===== config.mk =====
export PLATFORM = sky130hd
export DESIGN_NAME = i2s_sample_byte_packer
export DESIGN_NICKNAME = d
export VERILOG_FILES = /design/src/rtl/i2s_sample_byte_packer_pkg.sv /design/src/rtl/i2s_sample_byte_packer_if.sv /design/src/rtl/i2s_sample_byte_packer_fifo.sv /design/src/rtl/i2s_sample_byte_packer.sv
export SDC_FILE = /design/constraint.sdc
export NUM_CORES = 1
export LEC_CHECK = 0
export BUFFER_PORTS_ARGS = -buffer_cell sky130_fd_sc_hd__buf_2
export CORE_MARGIN = 5
export CORE_UTILIZATION = 55
export CTS_CLUSTER_SIZE = 24
export DETAILED_ROUTE_END_ITERATION = 8
export PLACE_DENSITY = 0.72
export SYNTH_ARGS = -nofsm -noshare
export SYNTH_HDL_FRONTEND = slang
export SYNTH_HIERARCHICAL = 1
export SYNTH_SLANG_ARGS = --single-unit
export TNS_END_PERCENT = 10

===== constraint.sdc =====
create_clock -name clk_i -period 4.71 [get_ports clk_i]
set_input_delay 0.2355 -clock clk_i [delete_from_list [all_inputs] [get_ports clk_i]]
set_output_delay 0.2355 -clock clk_i [all_outputs]
set_load 0.02 [all_outputs]

===== src/rtl/i2s_sample_byte_packer_pkg.sv =====
// Shared types for the I2S sample-to-byte packer: sample/byte widths and the
// serialiser state encoding.
package i2s_pkg;

  localparam int SAMPLE_W = 24;
  localparam int BYTE_W   = 8;

  typedef logic [SAMPLE_W-1:0] sample_t;

  typedef enum logic [2:0] {
    IDLE = 3'd0,
    HDR  = 3'd1,
    B2   = 3'd2,
    B1   = 3'd3,
    B0   = 3'd4
  } pack_state_e;

endpackage


===== src/rtl/i2s_sample_byte_packer_if.sv =====
// Bundles for the packer: the internal sample FIFO port and the outgoing
// byte stream. Byte stream: a byte transfers on a rising edge where valid and
// ready are both 1; while valid=1 and ready=0 the byte is held stable.
interface i2s_fifo_if #(
  parameter int WIDTH = 24,
  parameter int DEPTH = 8
);
  localparam int CW = $clog2(DEPTH) + 1;

  logic             push;
  logic [WIDTH-1:0] wdata;
  logic             pop;
  logic [WIDTH-1:0] rdata;
  logic             full;
  logic             empty;
  logic [CW-1:0]    count;

  modport master (output push, wdata, pop, input rdata, full, empty, count);
  modport slave  (input push, wdata, pop, output rdata, full, empty, count);
endinterface



===== src/rtl/i2s_sample_byte_packer_fifo.sv =====
// Width/depth-parameterised synchronous FIFO. Callers only assert push when
// there is room (or a pop happens on the same edge) and pop when non-empty.
module i2s_sync_fifo #(
  parameter int WIDTH = 24,
  parameter int DEPTH = 8
) (
  input  logic        clk_i,
  input  logic        rst_ni,
  i2s_fifo_if.slave   f
);
  localparam int AW = $clog2(DEPTH);
  localparam int CW = AW + 1;

  logic [WIDTH-1:0] mem_q [DEPTH];
  logic [AW-1:0]    wptr_q, wptr_d;
  logic [AW-1:0]    rptr_q, rptr_d;
  logic [CW-1:0]    count_q, count_d;

  always_comb begin
    wptr_d  = f.push ? wptr_q + AW'(1) : wptr_q;
    rptr_d  = f.pop  ? rptr_q + AW'(1) : rptr_q;
    count_d = count_q;
    if (f.push && !f.pop) count_d = count_q + CW'(1);
    if (!f.push && f.pop) count_d = count_q - CW'(1);
  end

  always_ff @(posedge clk_i) begin
    if (!rst_ni) begin
      wptr_q  <= '0;
      rptr_q  <= '0;
      count_q <= '0;
    end else begin
      wptr_q  <= wptr_d;
      rptr_q  <= rptr_d;
      count_q <= count_d;
    end
  end

  // Storage needs no reset; only the pointers define what is valid.
  always_ff @(posedge clk_i) begin
    if (f.push) mem_q[wptr_q] <= f.wdata;
  end

  assign f.rdata = mem_q[rptr_q];
  assign f.empty = (count_q == '0);
  assign f.full  = (count_q == CW'(DEPTH));
  assign f.count = count_q;

endmodule


===== src/rtl/i2s_sample_byte_packer.sv =====
// Buffers 24-bit capture samples and serialises each into MSB-first bytes,
// optionally preceded by a header byte, with a sticky overflow flag.
module i2s_sample_byte_packer
  import i2s_pkg::*;
#(
  parameter int              DEPTH     = 8,
  parameter logic            HEADER_EN = 1'b0,
  parameter logic [BYTE_W-1:0] HEADER  = 8'hA5
) (
  input  logic                       clk_i,
  input  logic                       rst_ni,
  input  sample_t                    data24_i,
  input  logic                       valid_i,
  output logic [BYTE_W-1:0]          byte_o,
  output logic                       byte_valid_o,
  input  logic                       byte_ready_i,
  output logic [$clog2(DEPTH):0]     fill_o,
  output logic                       overflow_o,
  input  logic                       clr_ovf_i,
  output pack_state_e                dbg_state_o
);

  i2s_fifo_if #(.WIDTH(SAMPLE_W), .DEPTH(DEPTH)) fifo_bus ();

  i2s_sync_fifo #(.WIDTH(SAMPLE_W), .DEPTH(DEPTH)) u_fifo (
    .clk_i  (clk_i),
    .rst_ni (rst_ni),
    .f      (fifo_bus.slave)
  );

  pack_state_e       state_q, state_d;
  sample_t           hold_q, hold_d;
  logic [BYTE_W-1:0] byte_q, byte_d;
  logic              valid_q, valid_d;
  logic              ovf_q, ovf_d;

  logic accept, load, pop, drop;

  // A new sample is loaded from IDLE, or straight after the last byte is
  // accepted so back-to-back samples stream without a bubble.
  assign accept = valid_q && byte_ready_i;
  assign load   = (state_q == IDLE) || (state_q == B0 && accept);
  assign pop    = load && !fifo_bus.empty;
  assign drop   = valid_i && fifo_bus.full && !pop;

  assign fifo_bus.pop   = pop;
  assign fifo_bus.push  = valid_i && (!fifo_bus.full || pop);
  assign fifo_bus.wdata = data24_i;

  always_comb begin
    state_d = state_q;
    hold_d  = hold_q;
    byte_d  = byte_q;
    valid_d = valid_q;
    if (pop) begin
      hold_d  = fifo_bus.rdata;
      state_d = HEADER_EN ? HDR : B2;
      byte_d  = HEADER_EN ? HEADER : fifo_bus.rdata[23:16];
      valid_d = 1'b1;
    end else if (accept) begin
      case (state_q)
        HDR: begin state_d = B2; byte_d = hold_q[23:16]; end
        B2:  begin state_d = B1; byte_d = hold_q[15:8];  end
        B1:  begin state_d = B0; byte_d = hold_q[7:0];   end
        B0:  begin state_d = IDLE; byte_d = '0; valid_d = 1'b0; end
        default: begin state_d = IDLE; byte_d = '0; valid_d = 1'b0; end
      endcase
    end
    // A drop on the clearing edge must still be reported.
    ovf_d = drop ? 1'b1 : (clr_ovf_i ? 1'b0 : ovf_q);
  end

  always_ff @(posedge clk_i) begin
    if (!rst_ni) begin
      state_q <= IDLE;
      hold_q  <= '0;
      byte_q  <= '0;
      valid_q <= 1'b0;
      ovf_q   <= 1'b0;
    end else begin
      state_q <= state_d;
      hold_q  <= hold_d;
      byte_q  <= byte_d;
      valid_q <= valid_d;
      ovf_q   <= ovf_d;
    end
  end

  assign byte_o       = byte_q;
  assign byte_valid_o = valid_q;
  assign fill_o       = fifo_bus.count;
  assign overflow_o   = ovf_q;
  assign dbg_state_o  = state_q;

endmodule


Word level (Yosys, flattened, before mapping). Memory sizes are Yosys's and may differ from the RTL's. A register that Yosys moved wholly into a read port is not among the register bits. Cells that the tools add are included.

Reductions and logical operators: 22. $mul: 0. Div/mod/pow operators: 0. Equal/unequal tests: 6. Bitwise gates (word level): 1. Mux-type cells: 17. Order comparisons: 0. Shifts and indexed selects: 0. Add/sub/neg operators: 4.

Operators with widths (count): $pmux 8 s3 (1); $mux 8 (2); $pmux 3 s3 (1); $logic_and 1x1->1 (8); $mux 4 (2); $mux 1 (7); $add 3x1->3 const B (2); $eq 3x2->1 const B (2); $mux 3 (2); $reduce_bool 2->1 (3); $add 4x1->4 const B (1); $eq 4x4->1 const B (1); $logic_not 1->1 (4); $logic_not 4->1 (1); $mux 2 (2); $sub 4x1->4 const B (1); $eq 3x1->1 const B (1); $eq 3x3->1 const B (1); $logic_not 3->1 (1); $reduce_or 3->1 (1); $logic_or 1x1->1 (2); $ne 2x1->1 const B (1); $reduce_and 2->1 (1); $reduce_or 2->1 (1); $not 1->1 (1).

Memory bits (read-only): 0. Flip-flop bits (word level): 47. Output and inout port bits: 17. Bits in latches: 0. Memories kept: 1. RAM bits: 192. Word-level logic and storage cells: 60.

Memories: u_fifo.mem_q (words 8, width 24, rd ports 1, clocked after Yosys merged registers in 1, write ports 1, RTL line i2s_sample_byte_packer_fifo.sv:14) `logic [WIDTH-1:0] mem_q [DEPTH];`.

Depth between registers and ports, before layout.
Depth in word-level cells: 9. Gate-level depth with buffers: 14. Gate-level depth less buffers: 12.

Cells and area by module. Netlist, hierarchy kept.

Modules (own cells, without submodules): i2s_sync_fifo (area each 7915.1 sq um, times used 1, sequential area each 6025.8 sq um, cells an instance 348); i2s_sample_byte_packer (area each 1911.8 sq um, times used 1, sequential area each 740.7 sq um, cells an instance 212).

Worst setup path before layout. OpenSTA, ideal clock, no wires.

Kind: register to register. From: register u_fifo.count_q[1], in the netlist u_fifo/f.count[1]. To: memory u_fifo.mem_q[0][0] (enable). Buffers on the path: 2. Data required time: 4.275 ns. Clock period less this slack: 3.886 ns. Path slack: 0.824 ns. Data arrival time: 3.451 ns. Cell stages (with the launch flop): 9. Cells stage by stage: dfxtp_1 clkbuf_1 nor4_1 or3_4 buf_6 o21ai_0 and2_1 nand2b_1 nor3_1.

Cells in the longest elaborated chain, start to end: 7. Elaborated cells between the ends (all ways): 9.

RTL lines: start, declared (RTL line i2s_sample_byte_packer_fifo.sv:17) `logic [CW-1:0] count_q, count_d;`; start signal, assigned (RTL line i2s_sample_byte_packer_fifo.sv:35) `count_q <= count_d;`; $logic_not 4->1 (RTL line i2s_sample_byte_packer_fifo.sv:45) `assign f.empty = (count_q == '0);`; net fifo_bus.empty (RTL line i2s_sample_byte_packer_if.sv:15) `logic empty;`; $logic_not 1->1 (RTL line i2s_sample_byte_packer.sv:43) `assign pop = load && !fifo_bus.empty;`; $logic_and 1x1->1 (RTL line i2s_sample_byte_packer.sv:43); $logic_or 1x1->1 (RTL line i2s_sample_byte_packer.sv:47) `assign fifo_bus.push = valid_i && (!fifo_bus.full || pop);`; $logic_and 1x1->1 (RTL line i2s_sample_byte_packer.sv:47); net fifo_bus.push (RTL line i2s_sample_byte_packer_if.sv:10) `logic push;`; $mux 1 (RTL line i2s_sample_byte_packer_fifo.sv:41) `if (f.push) mem_q[wptr_q] <= f.wdata;`; $mux 1 (implied by the code) (RTL line i2s_sample_byte_packer_fifo.sv:41); end, declared (RTL line i2s_sample_byte_packer_fifo.sv:14).

The timed path passes the listed nets, and every way through them passes these cells.

Worst setup path after layout.
From: register u_fifo.count_q[1], in the netlist u_fifo/f.count[1]. To: register u_fifo.count_q[3], in the netlist u_fifo/f.count[3].

Cells in the longest elaborated chain, start to end: 8. Elaborated cells between the ends (all ways): 16.

RTL lines: $logic_not 4->1 (*) (RTL line i2s_sample_byte_packer_fifo.sv:45); net fifo_bus.empty (RTL line i2s_sample_byte_packer_if.sv:15); $logic_not 1->1 (*) (RTL line i2s_sample_byte_packer.sv:43); $logic_and 1x1->1 (*) (RTL line i2s_sample_byte_packer.sv:43); $logic_or 1x1->1 (*) (RTL line i2s_sample_byte_packer.sv:47); $logic_and 1x1->1 (*) (RTL line i2s_sample_byte_packer.sv:47); net fifo_bus.push (RTL line i2s_sample_byte_packer_if.sv:10); $logic_not 1->1 (RTL line i2s_sample_byte_packer_fifo.sv:24) `if (!f.push && f.pop) count_d = count_q - CW'(1);`; $logic_and 1x1->1 (RTL line i2s_sample_byte_packer_fifo.sv:24); $mux 4 / $reduce_bool 2->1 (equally long branches).

The timed path passes the listed nets; every way through them passes the cells marked *. The select of a mux whose other input is x is not followed. A chain may end at the register's enable or synchronous reset.

==> results by group <==
Worst setup path
  • Reg2Reg Setup Slack: between 1000 and 1500 ps
  • Crit path launch: u_fifo/f.count[1]
  • RR Endpoint: u_fifo/f.count[3]
  • CP Class: reg -> reg
  • CP Data Required Time: between 5000 and 6000 ps
  • Crit end category: register
  • Critical Path End: u_fifo/f.count[3]
  • WP data arrival: approximately 4000 ps
  • Worst r2r src: u_fifo/f.count[1]
  • Startpoint types: register
  • Worst Path Max Fanout: 29
  • R2R cell count: 10

Clock tree
  • CTS tree: done
  • Total CTS buffers: 24
  • CTS max path bufs: 3
  • Total setup buffers inserted after CTS: 0
  • Worst-path clk slew: 60 ps
  • Clock Latency Late Sink: 500 ps
  • # clock sinks: about 240
  • H-tree Lvls: 1
  • CTS root buffer: clkbuf_16
  • Post-CTS sizing: 0

Timing
  • Setup TNS: 0 ps
  • Max Freq: between 200 and 300 MHz
  • Final hold violations: 0
  • Tcrit/Tclk final: roughly 76%
  • RSZ-0062 raised after global routing: no
  • Crit path time final: 3590 ps
  • Slew Limit Fails: 0
  • # setup viols final: 0
  • Worst-margin pin slew: approximately 1200 ps
  • Max transition margin: 20.5%
  • Skew final: 7.59 ps

Power and ir drop
  • P_leak: approximately 3.6 nW
  • Pwr per Cell Area: ~570 mW/mm^2
  • Power Total: 6.38 mW
  • Max VDD drop: 0.000367 V

Detailed routing
  • ANT nets after route: 0
  • Detailed-route wire length per cell: approximately 22 microns
  • First-pass iteration count of the detailed router: 5
  • DRC: 0
  • Routed wire length: roughly 19 mm
  • DR iter-0 viols: 394
  • Vias: roughly 5200
  • Via density: between 5 and 6

Floorplan
  • Initial core utilization: between 50% and 60%
  • Die ar.: 0.0206 sq mm
  • # IOs: between 40 and 50
  • Die Y: between 100 and 150 microns
  • Die W: approximately 140 microns
  • Rows: 48
  • Core ar.: ~0.017 sq mm

Synth
  • Simple-gate portion of the synthesized area: approximately 5.2%
  • Post-synthesis compound-gate area fraction: roughly 5.6%
  • Synthesis warning total: 6
  • Seq cells post-synth: 242
  • Mapped Cells: 560
  • Synth Cell Area: about 0.0098 sq mm
  • Ys flop type: edfxtp_1
  • Synthesized Nets: between 500 and 600
  • Main combinational cell family by area after synthesis: multiplexers
  • Mux contribution to synthesized area: between 15 and 20%
  • Distinct cell type count after synthesis: 46
  • Ys async rst share: 0%
  • Post-synth EDFFs: approximately 190
  • Synth Area in Adders: less than 1%
  • Post-Syn Area per Cell: between 15 and 20 sq um
  • XOR/XNOR Fraction of Synth Area: less than 1%
  • Sequential area share after synthesis: 68.9%

Layout
  • Fin area: between 0.01 and 0.015 sq mm
  • Area Overhead vs Synth: 13.9%
  • Layout cells sized above 1: between 30% and 40%
  • Final #Nets: 651
  • N_diodes: 0
  • Non-Filler Instances: 860
  • Final Util: between 60% and 70%

Global route
  • GRT overflow: 0
  • Largest net degree at the start of global routing: 52
  • Antenna violations before repair: 0
  • First-pass GRT wire length: between 20 and 30 mm
  • Vias in the first global route: between 5000 and 6000
  • All-Layer GR Usage: a little under a fifth

Placed design
  • Placed Area: a little over 0.01 sq mm
  • Port buffer count: 45
  • Post-DP HPWL: about 11 mm
  • GPL Wtd Cong: 0.839
  • Placed Instances: ~800

Run status
  • Status: completed

Min path
  • Hold Path Class: in -> reg

Job
  • MaxCap Viol Count: 0
-- critical path, cell delays in order, from the launching register on --
cell and delay [ps]:
dfxtp_1 380, nor4_1 830, or3_4 490, o21ai_0 110, and2_1 270, inv_1 110, ha_1 270, nand2_1 100
mux2_2 270, o41ai_1 440, mux2i_1 240
-- per-layer routing --
layer,wire length (microns),GRT usage (%)
met5,0,0
met4,250,4.16
met3,1140,3.39
met2,9330,31.0
met1,7990,26.8
-- Yosys cell counts (all sizes together) (2+ instances only) --
cell type,count,area [sq um]
edfxtp,192,5770
dfxtp,50,1000
mux4,48,1080
mux2,33,417
nand3,33,170
a21boi,30,229
buf,27,206
o21ai,27,173
nand2,17,63.8
clkbuf,13,48.8
mux2i,12,120
o211ai,9,67.6
nand4,8,50.1
nor2,8,30.0
and2,7,43.8
ha,5,62.6
nand2b,5,31.3
nor3,5,30.0
nor2b,4,25.0
or3,4,30.0
xor2,4,35.0
o21a,3,22.5
xnor2,3,26.3
a21oi,2,10.0
nor4b,2,17.5
-- placed cells by master, fill, tap and decap left out, types with 3 or more instances in the layout --
master           n
buf_2           45
nor2b_1          4
bufinv_16        5
clkinvlp_4       3
o21ai_0         16
nand2b_1         5
edfxtp_1       192
a21boi_1        13
mux2i_1         12
ha_1             5
a21boi_0        16
nand3_1         32
dfxtp_1         48
nand2_1         17
o21a_1           3
nand4_1          8
o21ai_2         10
mux2_4          12
clkbuf_16       25
mux2_2          21
o211ai_1         9
xnor2_1          3
dlygate4sd3_1   12
and2_1           7
xor2_1           4
clkinv_2         3
nor2_2           6
clkinv_1         4
or3_1            3
buf_4           14
mux4_2          48
-- cells by family after synthesis --
logic type               Yosys count
AO/OA/AOI/OAI                     76
multiplexers                      93
flip-flops                       242
buffers and inverters             41
adder cells (fa/ha/maj)            5
XOR/XNOR                           7
AND/OR/NAND/NOR                   96
-- power by group --
group / internal (mW) / switching (mW) / total, mW
logic: 0.730 / 0.837 / 1.57
clock network: 1.24 / 0.765 / 2.01
registers: 2.57 / 0.235 / 2.80
-- metrics by stage --
step / hold slack (ps) / setup slack, ps
2_1_floorplan: 334 / 824
3_3_place_gp: 455 / 1330
4_1_cts: 2.51 / 1180
5_1_grt: 5.20 / 949
3_5_place_dp: 454 / 1210
6_report: 15.0 / 1120
-- registers in the layout (all words and copies together) (netlist names), named ones only --
signal	flops
u_fifo/mem_q	192
hold_q	24
byte_o	8
u_fifo/f.count	4
dbg_state_o	3
u_fifo/rptr_q	3
u_fifo/wptr_q	3
byte_valid_o	1
overflow_o	1
-- area by class of cell --
class	count	area, sq um
clock inverter	17	216
fill	1210	6230
inverter	1	3.75
clock buffer	27	633
multi-input combinational	277	2830
tap	225	282
timing repair buffer	71	450
sequential	242	6770
-- how the worst min path moves through the flow --
stage | start | to | depth (start not counted)
3_5_place_dp | hold_q[9] | hold_q[9] | 2
2_1_floorplan | data24_i[0] | u_fifo/mem_q[0][0] | 0
4_1_cts | clr_ovf_i | overflow_o | 3
5_1_grt | data24_i[2] | u_fifo/mem_q[3][2] | 1
3_3_place_gp | hold_q[13] | hold_q[13] | 2
6_report | clr_ovf_i | overflow_o | 3
-- timing repair --
action / CTS / global route
hold buffers: 12 / 0
hold endpoints to repair: 62 / 0
endpoints found under the setup margin: 0 / 0
(Power assumes the default switching activity.)
